[config.mk]
export PLATFORM = sky130hd
export DESIGN_NAME = uart_tx_cfg
export DESIGN_NICKNAME = d
export VERILOG_FILES = /design/src/rtl/uart_pkg.sv /design/src/rtl/uart_parity_gen.sv /design/src/rtl/uart_tx_cfg.sv
export SDC_FILE = /design/constraint.sdc
export NUM_CORES = 1
export LEC_CHECK = 0
export ABC_AREA = 1
export BUFFER_PORTS_ARGS = -buffer_cell sky130_fd_sc_hd__buf_2
export CELL_PAD_IN_SITES_DETAIL_PLACEMENT = 0
export CELL_PAD_IN_SITES_GLOBAL_PLACEMENT = 2
export CORE_ASPECT_RATIO = 1.5
export CORE_UTILIZATION = 34
export CTS_BUF_LIST = sky130_fd_sc_hd__clkbuf_16
export CTS_CLUSTER_DIAMETER = 150
export DETAILED_ROUTE_END_ITERATION = 8
export PLACE_DENSITY_LB_ADDON = 0.12
export SETUP_SLACK_MARGIN = 0.5
export SYNTH_ARGS = -nofsm -noshare
export SYNTH_HDL_FRONTEND = slang
export SYNTH_SLANG_ARGS = --single-unit
[constraint.sdc]
create_clock -name clk -period 1.8 [get_ports clk]
set_input_delay 0.27 -clock clk [delete_from_list [all_inputs] [get_ports clk]]
set_output_delay 0.27 -clock clk [all_outputs]
set_load 0.05 [all_outputs]
[src/rtl/uart_pkg.sv]
// Shared definitions for the UART transmitter/receiver family: state codes,
// parity mode codes and a constant-safe ceil(log2) helper.
package uart_pkg;

  localparam logic [2:0] ST_IDLE   = 3'd0;
  localparam logic [2:0] ST_START  = 3'd1;
  localparam logic [2:0] ST_DATA   = 3'd2;
  localparam logic [2:0] ST_PARITY = 3'd3;
  localparam logic [2:0] ST_STOP   = 3'd4;

  typedef enum logic [2:0] {
    IDLE   = ST_IDLE,
    START  = ST_START,
    DATA   = ST_DATA,
    PARITY = ST_PARITY,
    STOP   = ST_STOP
  } uart_state_t;

  localparam logic [1:0] PAR_NONE = 2'b00;
  localparam logic [1:0] PAR_ODD  = 2'b01;
  localparam logic [1:0] PAR_EVEN = 2'b10;

  // Bits needed to hold values 0..n-1; never less than 1.
  function automatic int clog2(input int n);
    int r;
    r = 1;
    for (int i = 1; i < 31; i++) begin
      if ((32'sd1 << i) < n) r = i + 1;
    end
    return r;
  endfunction

endpackage

[src/rtl/uart_parity_gen.sv]
// Combinational parity bit over a DBITS-wide word; odd=1 selects odd parity.
module uart_parity_gen #(
  parameter int DBITS = 8
) (
  input  logic [DBITS-1:0] data,
  input  logic             odd,
  output logic             parity
);

  assign parity = (^data) ^ odd;

endmodule

[src/rtl/uart_tx_cfg.sv]
// Configurable UART transmitter (DBITS data, optional odd/even parity, SB_TICKS stop).
// Define UART_TX_BREAK_EN to add the send_break input for line-break generation.
module uart_tx_cfg
  import uart_pkg::*;
#(
  parameter int DBITS    = 8,
  parameter int OS_TICKS = 16,
  parameter int SB_TICKS = 16
) (
  input  logic             clk,
  input  logic             reset,
  input  logic             s_tick,
  input  logic             tx_start,
  input  logic [DBITS-1:0] din,
  input  logic [1:0]       parity_mode,
`ifdef UART_TX_BREAK_EN
  input  logic             send_break,
`endif
  output logic             tx,
  output logic             tx_busy,
  output logic             tx_done
);

  localparam int TW = clog2((OS_TICKS > SB_TICKS) ? OS_TICKS : SB_TICKS);
  localparam int BW = clog2(DBITS);
  localparam logic [TW-1:0] OS_LAST  = TW'(OS_TICKS - 1);
  localparam logic [TW-1:0] SB_LAST  = TW'(SB_TICKS - 1);
  localparam logic [BW-1:0] BIT_LAST = BW'(DBITS - 1);

  uart_state_t      state;
  logic [TW-1:0]    tick_cnt;
  logic [BW-1:0]    bit_cnt;
  logic [DBITS-1:0] shift_q;
  logic [DBITS-1:0] data_q;
  logic [1:0]       mode_q;
  logic             par_en;
  logic             par_bit;

`ifdef UART_TX_BREAK_EN
  logic brk_hold;
  logic brk_stop;
`endif

  // Parity comes from the word captured at acceptance, never the shifter.
  uart_parity_gen #(.DBITS(DBITS)) u_parity (
    .data   (data_q),
    .odd    (mode_q == PAR_ODD),
    .parity (par_bit)
  );

  assign par_en = (mode_q == PAR_ODD) || (mode_q == PAR_EVEN);

  // NOTE: all state uses non-blocking assignments so every register samples
  // pre-edge values; blocking here would chain updates within one edge.
  always_ff @(posedge clk or posedge reset) begin
    if (reset) begin
      state    <= IDLE;
      tx       <= 1'b1;
      tx_busy  <= 1'b0;
      tx_done  <= 1'b0;
      tick_cnt <= '0;
      bit_cnt  <= '0;
      shift_q  <= '0;
      data_q   <= '0;
      mode_q   <= PAR_NONE;
`ifdef UART_TX_BREAK_EN
      brk_hold <= 1'b0;
      brk_stop <= 1'b0;
`endif
    end else begin
      tx_done <= 1'b0;
      case (state)
        IDLE: begin
          tx <= 1'b1;
`ifdef UART_TX_BREAK_EN
          if (send_break) begin
            tx       <= 1'b0;
            tx_busy  <= 1'b1;
            brk_hold <= 1'b1;
          end else if (brk_hold) begin
            brk_hold <= 1'b0;
            brk_stop <= 1'b1;
            tick_cnt <= '0;
            state    <= STOP;
          end else
`endif
          if (tx_start) begin
            data_q   <= din;
            shift_q  <= din;
            mode_q   <= parity_mode;
            tick_cnt <= '0;
            bit_cnt  <= '0;
            state    <= START;
            tx       <= 1'b0;
            tx_busy  <= 1'b1;
`ifdef UART_TX_BREAK_EN
            brk_stop <= 1'b0;
`endif
          end
        end

        START: begin
          if (s_tick) begin
            if (tick_cnt == OS_LAST) begin
              tick_cnt <= '0;
              bit_cnt  <= '0;
              state    <= DATA;
              tx       <= shift_q[0];
            end else begin
              tick_cnt <= tick_cnt + 1'b1;
            end
          end
        end

        DATA: begin
          if (s_tick) begin
            if (tick_cnt == OS_LAST) begin
              tick_cnt <= '0;
              shift_q  <= shift_q >> 1;
              if (bit_cnt == BIT_LAST) begin
                if (par_en) begin
                  state <= PARITY;
                  tx    <= par_bit;
                end else begin
                  state <= STOP;
                  tx    <= 1'b1;
                end
              end else begin
                bit_cnt <= bit_cnt + 1'b1;
                tx      <= shift_q[1];
              end
            end else begin
              tick_cnt <= tick_cnt + 1'b1;
            end
          end
        end

        PARITY: begin
          if (s_tick) begin
            if (tick_cnt == OS_LAST) begin
              tick_cnt <= '0;
              state    <= STOP;
              tx       <= 1'b1;
            end else begin
              tick_cnt <= tick_cnt + 1'b1;
            end
          end
        end

        STOP: begin
          tx <= 1'b1;
          if (s_tick) begin
            if (tick_cnt == SB_LAST) begin
              tick_cnt <= '0;
              state    <= IDLE;
              tx_busy  <= 1'b0;
`ifdef UART_TX_BREAK_EN
              tx_done  <= ~brk_stop;
              brk_stop <= 1'b0;
`else
              tx_done  <= 1'b1;
`endif
            end else begin
              tick_cnt <= tick_cnt + 1'b1;
            end
          end
        end

        default: begin
          state    <= IDLE;
          tx       <= 1'b1;
          tx_busy  <= 1'b0;
          tick_cnt <= '0;
        end
      endcase
    end
  end

endmodule

======== After elaboration in Yosys (flattened, before gate mapping) ========
Cells that the tools add are included.
storage, ports and cells
  bits in registers ....................... 31
  bits in latches ......................... 0
  memory bits (writable) .................. 0
  ROM bits ................................ 0
  input port bits ......................... 14
  output and inout port bits .............. 3
  word-level logic and storage cells ...... 89
  memories ................................ 0
cells by class
  $add $sub $neg .......................... 2
  multipliers ............................. 0
  div/mod/pow operators ................... 0
  magnitude comparators ................... 0
  eq/ne operators ......................... 20
  shift operators ......................... 0
  muxes and demuxes ....................... 42
  bitwise logic cells ..................... 2
  reduce and logical (&&, ||, !) cells .... 14
operator list
  operator                                       number
  2-to-1 mux 3 bit                               15
  2-to-1 mux 8 bit                               3
  inequality test 2 bit, second input constant   11
  case mux 8 bit (2 select lines)                1
  2-to-1 mux 1 bit                               15
  case mux 3 bit (5 select lines)                1
  2-to-1 mux 4 bit                               3
  AND reduction 10 bit                           1
  case mux 3 bit (3 select lines)                1
  case mux 4 bit (2 select lines)                1
  AND reduction 4 bit                            2
  XOR reduction 8 bit                            1
  AND reduction 7 bit                            1
  == test 3 x 2 -> 1 bit, second input constant  2
  == test 3 bit, second input constant           2
  AND reduction 6 bit                            1
  adder 4 x 1 -> 4 bit, second input constant    1
  == test 4 bit, second input constant           1
  case mux 1 bit (4 select lines)                1
  AND reduction 2 bit                            2
  OR reduction 4 bit                             1
  adder 3 x 1 -> 3 bit, second input constant    1
  == test 3 x 1 -> 1 bit, second input constant  1
  logical NOT 3 bit                              1
  10 further kinds                               10

======== Longest topological paths before layout ========
Gate-level depths: netlist (run 1).
  depth after elaboration ................. 7
  depth in mapped cells ................... 10
  depth with buffers taken out ............ 10

======== Hierarchy ========
From an unflattened synthesis (run 1), not the netlist that was laid out.
second synthesis, totals
  cells, all modules ...................... 253
  area total of the unflattened synthesis .. 1,835.5 sq um
by module, submodules not included
  module           instances  cells an instance  area each (sq um)  sequential area each (sq um)
  uart_tx_cfg      1          215                1,671.6            777.0
  uart_parity_gen  1          38                 163.9              0.0

======== Worst setup path before layout (run 1) ========
OpenSTA, ideal clock, no wires.
  path kind ............................... reg-to-reg
  start ................................... register bit_cnt[0]
  end ..................................... register bit_cnt[0]
  library setup time ...................... 0.119 ns
  arrival time ............................ 1.360 ns
  required time ........................... 1.681 ns
  slack ................................... 0.321 ns
  stages on the path, launching flop included .. 10
  path buffers ............................ 0
  clock period less this slack ............ 1.479 ns
  path through ............................ dfrtp_1 -> ha_1 -> ha_1 -> inv_1 -> nand2_2 -> a22o_1 -> nor2_4 -> inv_1 -> nand2_1 -> o21ai_2
on the way
  longest elaborated chain between the ends .. 5
  elaborated cells on any way between the ends .. 8
  those cells by class .................... add/sub: 1; eq/ne: 2; mux: 4; reduce/logical: 1
ends and longest elaborated chain
  element                          line                RTL
  start, declared                  uart_tx_cfg.sv:32   logic [BW-1:0] bit_cnt;
  start signal, assigned           uart_tx_cfg.sv:129  bit_cnt <= bit_cnt + 1'b1;
  adder 3 x 1 -> 3 bit             uart_tx_cfg.sv:129
  2-to-1 mux 3 bit                 uart_tx_cfg.sv:120  if (bit_cnt == BIT_LAST) begin
  2-to-1 mux 3 bit                 uart_tx_cfg.sv:117  if (tick_cnt == OS_LAST) begin
  2-to-1 mux 3 bit                 uart_tx_cfg.sv:116  if (s_tick) begin
  case mux 3 bit (3 select lines)  uart_tx_cfg.sv:72   case (state)
Several ways; a longest one is shown, not always the timed one. The select of a mux whose other input is x is not followed.
A chain may end at the register's enable or synchronous reset.

======== Worst setup path in the final report (run 1) ========
  start ................................... register tick_cnt[0]
  end ..................................... register bit_cnt[0]
on the way
  longest elaborated chain between the ends .. 3
  elaborated cells on any way between the ends .. 4
  those cells by class .................... eq/ne: 3; reduce/logical: 1
ends and longest elaborated chain
  element                                   line                                    RTL
  start, declared                           uart_tx_cfg.sv:31                       logic [TW-1:0] tick_cnt;
  start signal, assigned                    uart_tx_cfg.sv:110                      tick_cnt <= tick_cnt + 1'b1;
  start signal, assigned                    uart_tx_cfg.sv:133                      tick_cnt <= tick_cnt + 1'b1;
  start signal, assigned                    uart_tx_cfg.sv:145                      tick_cnt <= tick_cnt + 1'b1;
  == test 4 bit (*)                         uart_tx_cfg.sv:104, uart_tx_cfg.sv:117
  inequality test 2 bit (no source line)    -
  AND reduction 7 bit (no source line) (*)  -
Every way passes the cells marked *; elsewhere a longest branch is shown, timed or not.

==> results of run 1 <==
## cells by family after synthesis
logic type,count (synthesis)
buffers and inverters,38
AND/OR/NAND/NOR,101
flip-flops,31
AO/OA/AOI/OAI,39
XOR/XNOR,2
adder cells (fa/ha/maj),4
## worst min-delay path: cells and delay by family
kind                   cells  cell delay (ns)
buffers and inverters      3             0.49
## state kept, by name (all words and copies together) (netlist names)
signal	flops
data_q	8
tx	1
tx_busy	1
bit_cnt	3
shift_q	8
tx_done	1
state	3
mode_q	2
tick_cnt	4
## area by class of cell
cell class	count	area, sq um	share of cell area (%)
multi-input combinational	146	911	38.2
timing repair inverter	1	16.3	0.683
sequential	31	779	32.7
inverter	33	139	5.83
tap	66	82.6	3.47
timing repair buffer	42	317	13.3
clock buffer	5	125	5.25
clock inverter	3	12.5	0.525
## report_power, final
part | switching [W] | internal (W)
Sequential | 0.000184 | 0.00100
Combinational | 0.00127 | 0.000918
Clock | 0.000281 | 0.000498
Total | 0.00174 | 0.00242
## through the flow
stage          hold slack [ns]  std cells  setup slack [ns]  total power (W)  instance area (sq um)
6_report                0.0814        327             0.280          0.00416                   2380
3_3_place_gp             0.374        297             0.174          0.00275                   1870
2_1_floorplan            0.373        215             0.356          0.00243                   1710
3_5_place_dp             0.386        297             0.173          0.00280                   1870
5_1_grt                  0.134        327             0.171          0.00449                   2380
4_1_cts                 0.0979        320             0.275          0.00393                   2230
## synth_stat cells (all sizes together)
| library cell | n | area share (%) |
|---|---|---|
| ha | 4 | 3.0 |
| nor2 | 13 | 3.5 |
| a31oi | 1 | 0.37 |
| nand3b | 1 | 0.45 |
| o21ai | 23 | 7.7 |
| dfstp | 1 | 1.6 |
| o221ai | 1 | 0.52 |
| xnor2 | 1 | 0.52 |
| o21bai | 1 | 0.45 |
| a21oi | 3 | 0.89 |
| inv | 33 | 7.3 |
| a21boi | 1 | 1.1 |
| nand4 | 3 | 1.1 |
| a22o | 1 | 0.52 |
| o211ai | 6 | 2.7 |
| o22ai | 1 | 0.37 |
| buf | 5 | 2.2 |
| nor2b | 1 | 0.37 |
| nand2 | 72 | 17 |
| nand3 | 11 | 3.3 |
| a22oi | 1 | 0.45 |
| dfrtp | 30 | 45 |
| xor2 | 1 | 0.52 |
## worst paths after layout
| path | endpoint | depth (start not counted) |
|---|---|---|
| min in group clk | data_q[3]$_DFFE_PP0P_ | 3 |
| min reg2reg | tx_busy$_DFFE_PP0P_ | 2 |
| max | bit_cnt[0]$_DFFE_PP0P_ | 9 |
| min | tick_cnt[1]$_DFFE_PP0P_ | 3 |
| max reg2reg | bit_cnt[0]$_DFFE_PP0P_ | 9 |
| max in group asynchronous | tx$_DFFE_PP1P_ | 3 |
## timing repair
action	in CTS	in global routing
setup buffers	15	6
endpoints found under the hold margin	0	0
resized for setup	30	31
endpoints found under the setup margin	31	30
pin swaps	12	11
hold buffers	0	0
gates cloned	0	1
## per-layer routing
metal	vias to the layer above	wire length, um	global-route usage, %
met2	15	2450	33.1
met4	0	23	5.19
met5	-	0	0
met3	2	79	3.07
met1	701	1580	18.5
li1	780	-	-
==> results.sh, run 1 <==
export IMPL_ctsHtreeMaxLevel=2
export IMPL_setup_viol=0
export IMPL_worstSetupPathType="flop to flop"
export IMPL_nNetsFinal=278
export IMPL_dr_pass1_iters=4
export IMPL_tns_ns=0
export IMPL_row_count=31
export IMPL_wl_per_cell_um=12.6
export IMPL_synth_cells=215
export IMPL_place_hpwl_um=2900
export IMPL_grt_antenna_before_repair=0
export IMPL_dieArea_sq_um=5250
export IMPL_num_io_pins=17
export IMPL_drv_cap=0
export IMPL_peakVddDrop_mv=0.751
export IMPL_grtUsageTotal_pct=17.2
export IMPL_critPathMaxStageDelay_ns=0.38
export IMPL_cp_arrival_ns=1.68
export IMPL_crit_slowest_cell="dfrtp_1"
export IMPL_post_route_util_pct=49.5
export IMPL_crit_required_ns=1.96
export IMPL_port_buffers=16
export IMPL_crit_chain="ha_2 -> nand2_2 -> nor2_4 -> nand2_4 -> a22o_1 -> nor2_4 -> inv_2 -> nand2_1 -> o21ai_2"
export IMPL_cp_start_kind="flop"
export IMPL_core_sq_um=4810
export IMPL_grt_pass1_vias=1506
export IMPL_die_h_um=88.2
export IMPL_gr_total_overflow=0
export IMPL_avgSynthCellArea_sq_um=7.84
export IMPL_synth_seq_cells=31
export IMPL_path_buf_inv=1
export IMPL_drtIter0Drc=33
export IMPL_grt_pass1_wl_um=6770
export IMPL_area_growth_pct=41.4
export IMPL_crit_path_start="tick_cnt[0]$_DFFE_PP0P_"
export IMPL_ant_nets=0
export IMPL_maxSlewHeadroom_pct=72.4
export IMPL_routed_via_density=4.58
export IMPL_outcome="finished clean"
export IMPL_mostFrequentLayoutCell="nand2_1"
export IMPL_fin_crit_sh_pct=84.5
export IMPL_synthAdderAreaFrac_pct=2.97
export IMPL_grt_max_degree=32
export IMPL_syn_area_sq_um=1690
export IMPL_worst_slew_pin_slew_ns=0.414
export IMPL_critPathTopFamily="simple AND/OR/NAND/NOR gates"
export IMPL_leakage_nw=1.19
export IMPL_worst_hold_path_type="input pin to asynchronous set/reset pin"
export IMPL_seq_area_frac_synth_pct=46.1
export IMPL_synth_xor_area_share_pct=1.04
export IMPL_place_congestion=0.839
export IMPL_rr_startpoint="tick_cnt[0]$_DFFE_PP0P_"
export IMPL_path_common_cell="nor2_4"
export IMPL_synth_compound_area_share_pct=15.1
export IMPL_synth_top_family_by_area="simple AND/OR/NAND/NOR gates"
export IMPL_clock_path_buffers=2
export IMPL_synthSimpleGateAreaFrac_pct=25.3
export IMPL_clock_fmax_mhz=658
export IMPL_cts_clk_slew_worst_paths_ns=0.05
export IMPL_mostFrequentLayoutCells="59 x nand2_1, 28 x inv_1, 28 x dfrtp_1"
export IMPL_numCtsBuffers=5
export IMPL_hold_viol=0
export IMPL_layout_drive_gt1_share_pct=35.2
export IMPL_maxSlewViolCount=0
export IMPL_rsz0062_at_grt="yes"
export IMPL_clk_root_buffer_cell="clkbuf_16"
export IMPL_powerDensity_nw_per_um2=1740
export IMPL_cts_sinks=31
export IMPL_endpoint_kind="flop"
export IMPL_yosysWarnings=0
export IMPL_layout_min_cycle_time_ns=1.52
export IMPL_synth_cell_types=31
export IMPL_skew_ns=0.00380
export IMPL_vias=1498
export IMPL_fillers=505
export IMPL_routed_wl_um=4130
export IMPL_initial_core_util_pct=35.0
export IMPL_drc_errors=0
export IMPL_clk_latency_ns=0.27
export IMPL_synthMuxAreaShare_pct=0
export IMPL_synthesis_nets=233
export IMPL_rrSetupSlack_ns=0.28
export IMPL_antenna_diode_count=0
export IMPL_crit_fanout=4
export IMPL_cts_tree="yes"
export IMPL_dieWidth_um=59.5
Note: power is estimated with default switching activity, not from simulation.
==> run 2, diff against run 1 <==
--- a/config.mk
+++ b/config.mk
@@ -5,12 +5,12 @@
 export SDC_FILE = /design/constraint.sdc
 export NUM_CORES = 1
 export LEC_CHECK = 0
-export ABC_AREA = 1
+export ABC_AREA = 0
 export BUFFER_PORTS_ARGS = -buffer_cell sky130_fd_sc_hd__buf_2
 export CELL_PAD_IN_SITES_DETAIL_PLACEMENT = 0
 export CELL_PAD_IN_SITES_GLOBAL_PLACEMENT = 2
 export CORE_ASPECT_RATIO = 1.5
-export CORE_UTILIZATION = 34
+export CORE_UTILIZATION = 35
 export CTS_BUF_LIST = sky130_fd_sc_hd__clkbuf_16
 export CTS_CLUSTER_DIAMETER = 150
 export DETAILED_ROUTE_END_ITERATION = 8
==> constraint.sdc (replaced) <==
create_clock -name clk -period 1.3 [get_ports clk]
set_input_delay 0.195 -clock clk [delete_from_list [all_inputs] [get_ports clk]]
set_output_delay 0.195 -clock clk [all_outputs]
set_load 0.05 [all_outputs]
==> run 2 against run 1 <==
- the run now ends with hold timing, setup timing left
- via count down 2.3%
- cell area up 16%
- combinational power up 21%
- synthesized area up 3.0%
- non-clock buffer count up 35
- routed wire length up 5.8%
- sequential power up 45%
- register-to-register slack worse by 0.88 ns
- clock power up 40%
- critical path depth down 3
- clock skew up 0.0036 ns
- critical path type unchanged
- largest cell class unchanged
==> results.sh, run 2 <==
export IMPL_synth_cells=156
export IMPL_grtUsageMet3_pct=3.07
export IMPL_cts_clk_slew_worst_paths_ns=0.05
export IMPL_ys_top_cells_by_count="30 x dfrtp_1, 12 x nand2_1, 11 x mux2i_1"
export IMPL_synth_cell_types=49
export IMPL_powerDensity_nw_per_um2=1970
export IMPL_syn_area_sq_um=1740
export IMPL_place_hpwl_um=3170
export IMPL_die_h_um=88.3
export IMPL_cts_tree="yes"
export IMPL_routed_via_density=4.89
export IMPL_use_met1_pct=18.9
export IMPL_holdWs_ns=-0.0632
export IMPL_grt_max_degree=20
export IMPL_maxSlewHeadroom_pct=69.2
export IMPL_rr_startpoint="bit_cnt[0]$_DFFE_PP0P_"
export IMPL_ys_top_cells_by_area="dfrtp_1 43%, mux2i_1 6.3%, mux2_2 4.5%"
export IMPL_cts_sinks=31
export IMPL_crit_path_start="bit_cnt[0]$_DFFE_PP0P_"
export IMPL_clk_latency_ns=0.28
export IMPL_worst_hold_path_type="input pin to asynchronous set/reset pin"
export IMPL_numCtsBuffers=5
export IMPL_initial_core_util_pct=36.1
export IMPL_drv_cap=0
export IMPL_synthesis_nets=174
export IMPL_core_sq_um=4810
export IMPL_wl_per_cell_um=14.6
export IMPL_fin_crit_sh_pct=146
export IMPL_port_buffers=16
export IMPL_grt_busiest_layer="met2"
export IMPL_crit_required_ns=1.46
export IMPL_row_count=31
export IMPL_routed_wl_um=4370
export IMPL_synth_most_common_cell="dfrtp_1"
export IMPL_setup_ws_ns=-0.603
export IMPL_area_growth_pct=58.7
export IMPL_synthFlopType="dfrtp_1"
export IMPL_dp_cells=280
export IMPL_grt_pass1_wl_um=7310
export IMPL_synth_edf_count=0
export IMPL_grt_antenna_before_repair=0
export IMPL_ys_async_sr_fraction_pct=100
export IMPL_antenna_diode_count=0
export IMPL_drtIter0Drc=56
export IMPL_worstSetupPathType="flop to flop"
export IMPL_layout_drive_gt1_share_pct=53.6
export IMPL_reg_top3="data_q: 8 flops, shift_q: 8 flops, tick_cnt: 4 flops"
export IMPL_mostFrequentLayoutCells="47 x buf_4, 27 x dfrtp_1, 13 x buf_2, 13 x buf_6, 12 x nand2_1"
export IMPL_dr_pass1_iters=4
export IMPL_yosysWarnings=0
export IMPL_vias=1463
export IMPL_num_io_pins=17
export IMPL_gr_total_overflow=0
export IMPL_synth_seq_cells=31
export IMPL_synth_top_cell_by_area="dfrtp_1"
export IMPL_layout_min_cycle_time_ns=1.90
export IMPL_violations="hold timing, setup timing"
export IMPL_crit_fanout=2
export IMPL_hold_viol=18
export IMPL_post_route_util_pct=57.3
export IMPL_cp_start_kind="flop"
export IMPL_skew_ns=0.00736
export IMPL_leakage_nw=1.26
export IMPL_worst_slew_pin_slew_ns=0.461
export IMPL_mostFrequentLayoutCell="buf_4"
export IMPL_rsz0062_at_grt="yes"
export IMPL_dieWidth_um=59.5
export IMPL_endpoint_kind="flop"
export IMPL_clock_path_buffers=2
export IMPL_cp_arrival_ns=2.07
export IMPL_power_w=0.00544
export IMPL_instances_no_fill=299
export IMPL_ctsHtreeMaxLevel=2
export IMPL_seq_area_frac_synth_pct=44.7
export IMPL_avgSynthCellArea_sq_um=11.1
export IMPL_peakVddDrop_mv=0.893
export IMPL_grtUsageTotal_pct=19.0
export IMPL_use_met2_pct=37.2
export IMPL_maxSlewViolCount=0
export IMPL_synth_top_cell_area_share_pct=43.2
export IMPL_ant_nets=0
export IMPL_place_congestion=0.788
export IMPL_outcome="finished with violations"
export IMPL_nNetsFinal=250
export IMPL_clock_fmax_mhz=525
export IMPL_clk_root_buffer_cell="clkbuf_16"
export IMPL_setup_viol=29
export IMPL_dieArea_sq_um=5250
export IMPL_grt_pass1_vias=1629
export IMPL_dp_slack_ns=-0.563
export IMPL_drc_errors=0
==> run 2: cell types whose count changed in the layout (fill, tap and decap cells not counted), moves of 5 or more <==
cell      delta
buf_6        +8
mux2_4      +11
nand3_1      -5
nor2_1       -6
nand2_1     -47
o211ai_1     -6
buf_4       +27
mux2i_1      +9
inv_1       -21
o21ai_0     -12
nand2_4      -9
inv_2        -5
==> run 2: cells by family after synthesis <==
logic type	share of synthesized area [%]
and+or+nand+nor	15.6
DFF	44.7
muxes	13.9
xor gates and xnor gates	4.83
adders and majority gates	2.88
AOI/OAI and AO/OA	13.9
buffers and inverters	4.11
==> run 2: worst max-delay path: stages, from the launching register on <==
cell      delay (ns)
dfrtp_1         0.39
ha_2            0.20
ha_4            0.15
or3b_1          0.36
a31oi_2         0.23
o311ai_4        0.14
mux2_4          0.32
==> run 2: cell type report <==
| type | count | area (sq um) |
|---|---|---|
| clock buffer | 5 | 125 |
| clock inverter | 3 | 12.5 |
| fill | 453 | 2050 |
| inverter | 7 | 30.0 |
| multi-input combinational | 110 | 1090 |
| sequential | 31 | 781 |
| tap | 66 | 82.6 |
| timing repair buffer | 77 | 634 |
==> run 2: worst paths after layout <==
kind | to | slack (ns) | cells after the start
max | bit_cnt[0]$_DFFE_PP0P_ | -0.60 | 6
min in group clk | mode_q[1]$_DFFE_PP0P_ | 0.14 | 3
max reg2reg | bit_cnt[0]$_DFFE_PP0P_ | -0.60 | 6
max in group asynchronous | tx$_DFFE_PP1P_ | 0.87 | 3
min | state[0]$_DFFE_PP0P_ | -0.06 | 2
min reg2reg | shift_q[2]$_DFFE_PP0P_ | 0.50 | 2
==> run 2: through the flow <==
| step | setup TNS (ns) | area, sq um |
|---|---|---|
| 2_1_floorplan | -5.14 | 1870 |
| 3_3_place_gp | -8.68 | 2350 |
| 3_5_place_dp | -8.97 | 2350 |
| 4_1_cts | -7.63 | 2700 |
| 5_1_grt | -9.62 | 2760 |
| 6_report | -7.44 | 2760 |
==> run 2: power by group <==
group	total, W	internal [W]	leakage (nW)	switching [W]
Clock	0.00109	0.000690	0.0724	0.000397
Sequential	0.00171	0.00137	0.384	0.000333
Combinational	0.00264	0.00154	0.803	0.00110
==> run 2: metal layers <==
layer,vias up,routed length [um]
met3,10,82
met5,-,0
met4,0,86
met2,21,2580
li1,718,-
met1,714,1620
==> run 2: what timing repair did <==
action                     in CTS  in global routing
setup endpoints to repair      34                 34
buffers inserted                7                  4
pin swaps                      14                  9
hold endpoints to repair       18                 18
resized for setup              33                  6
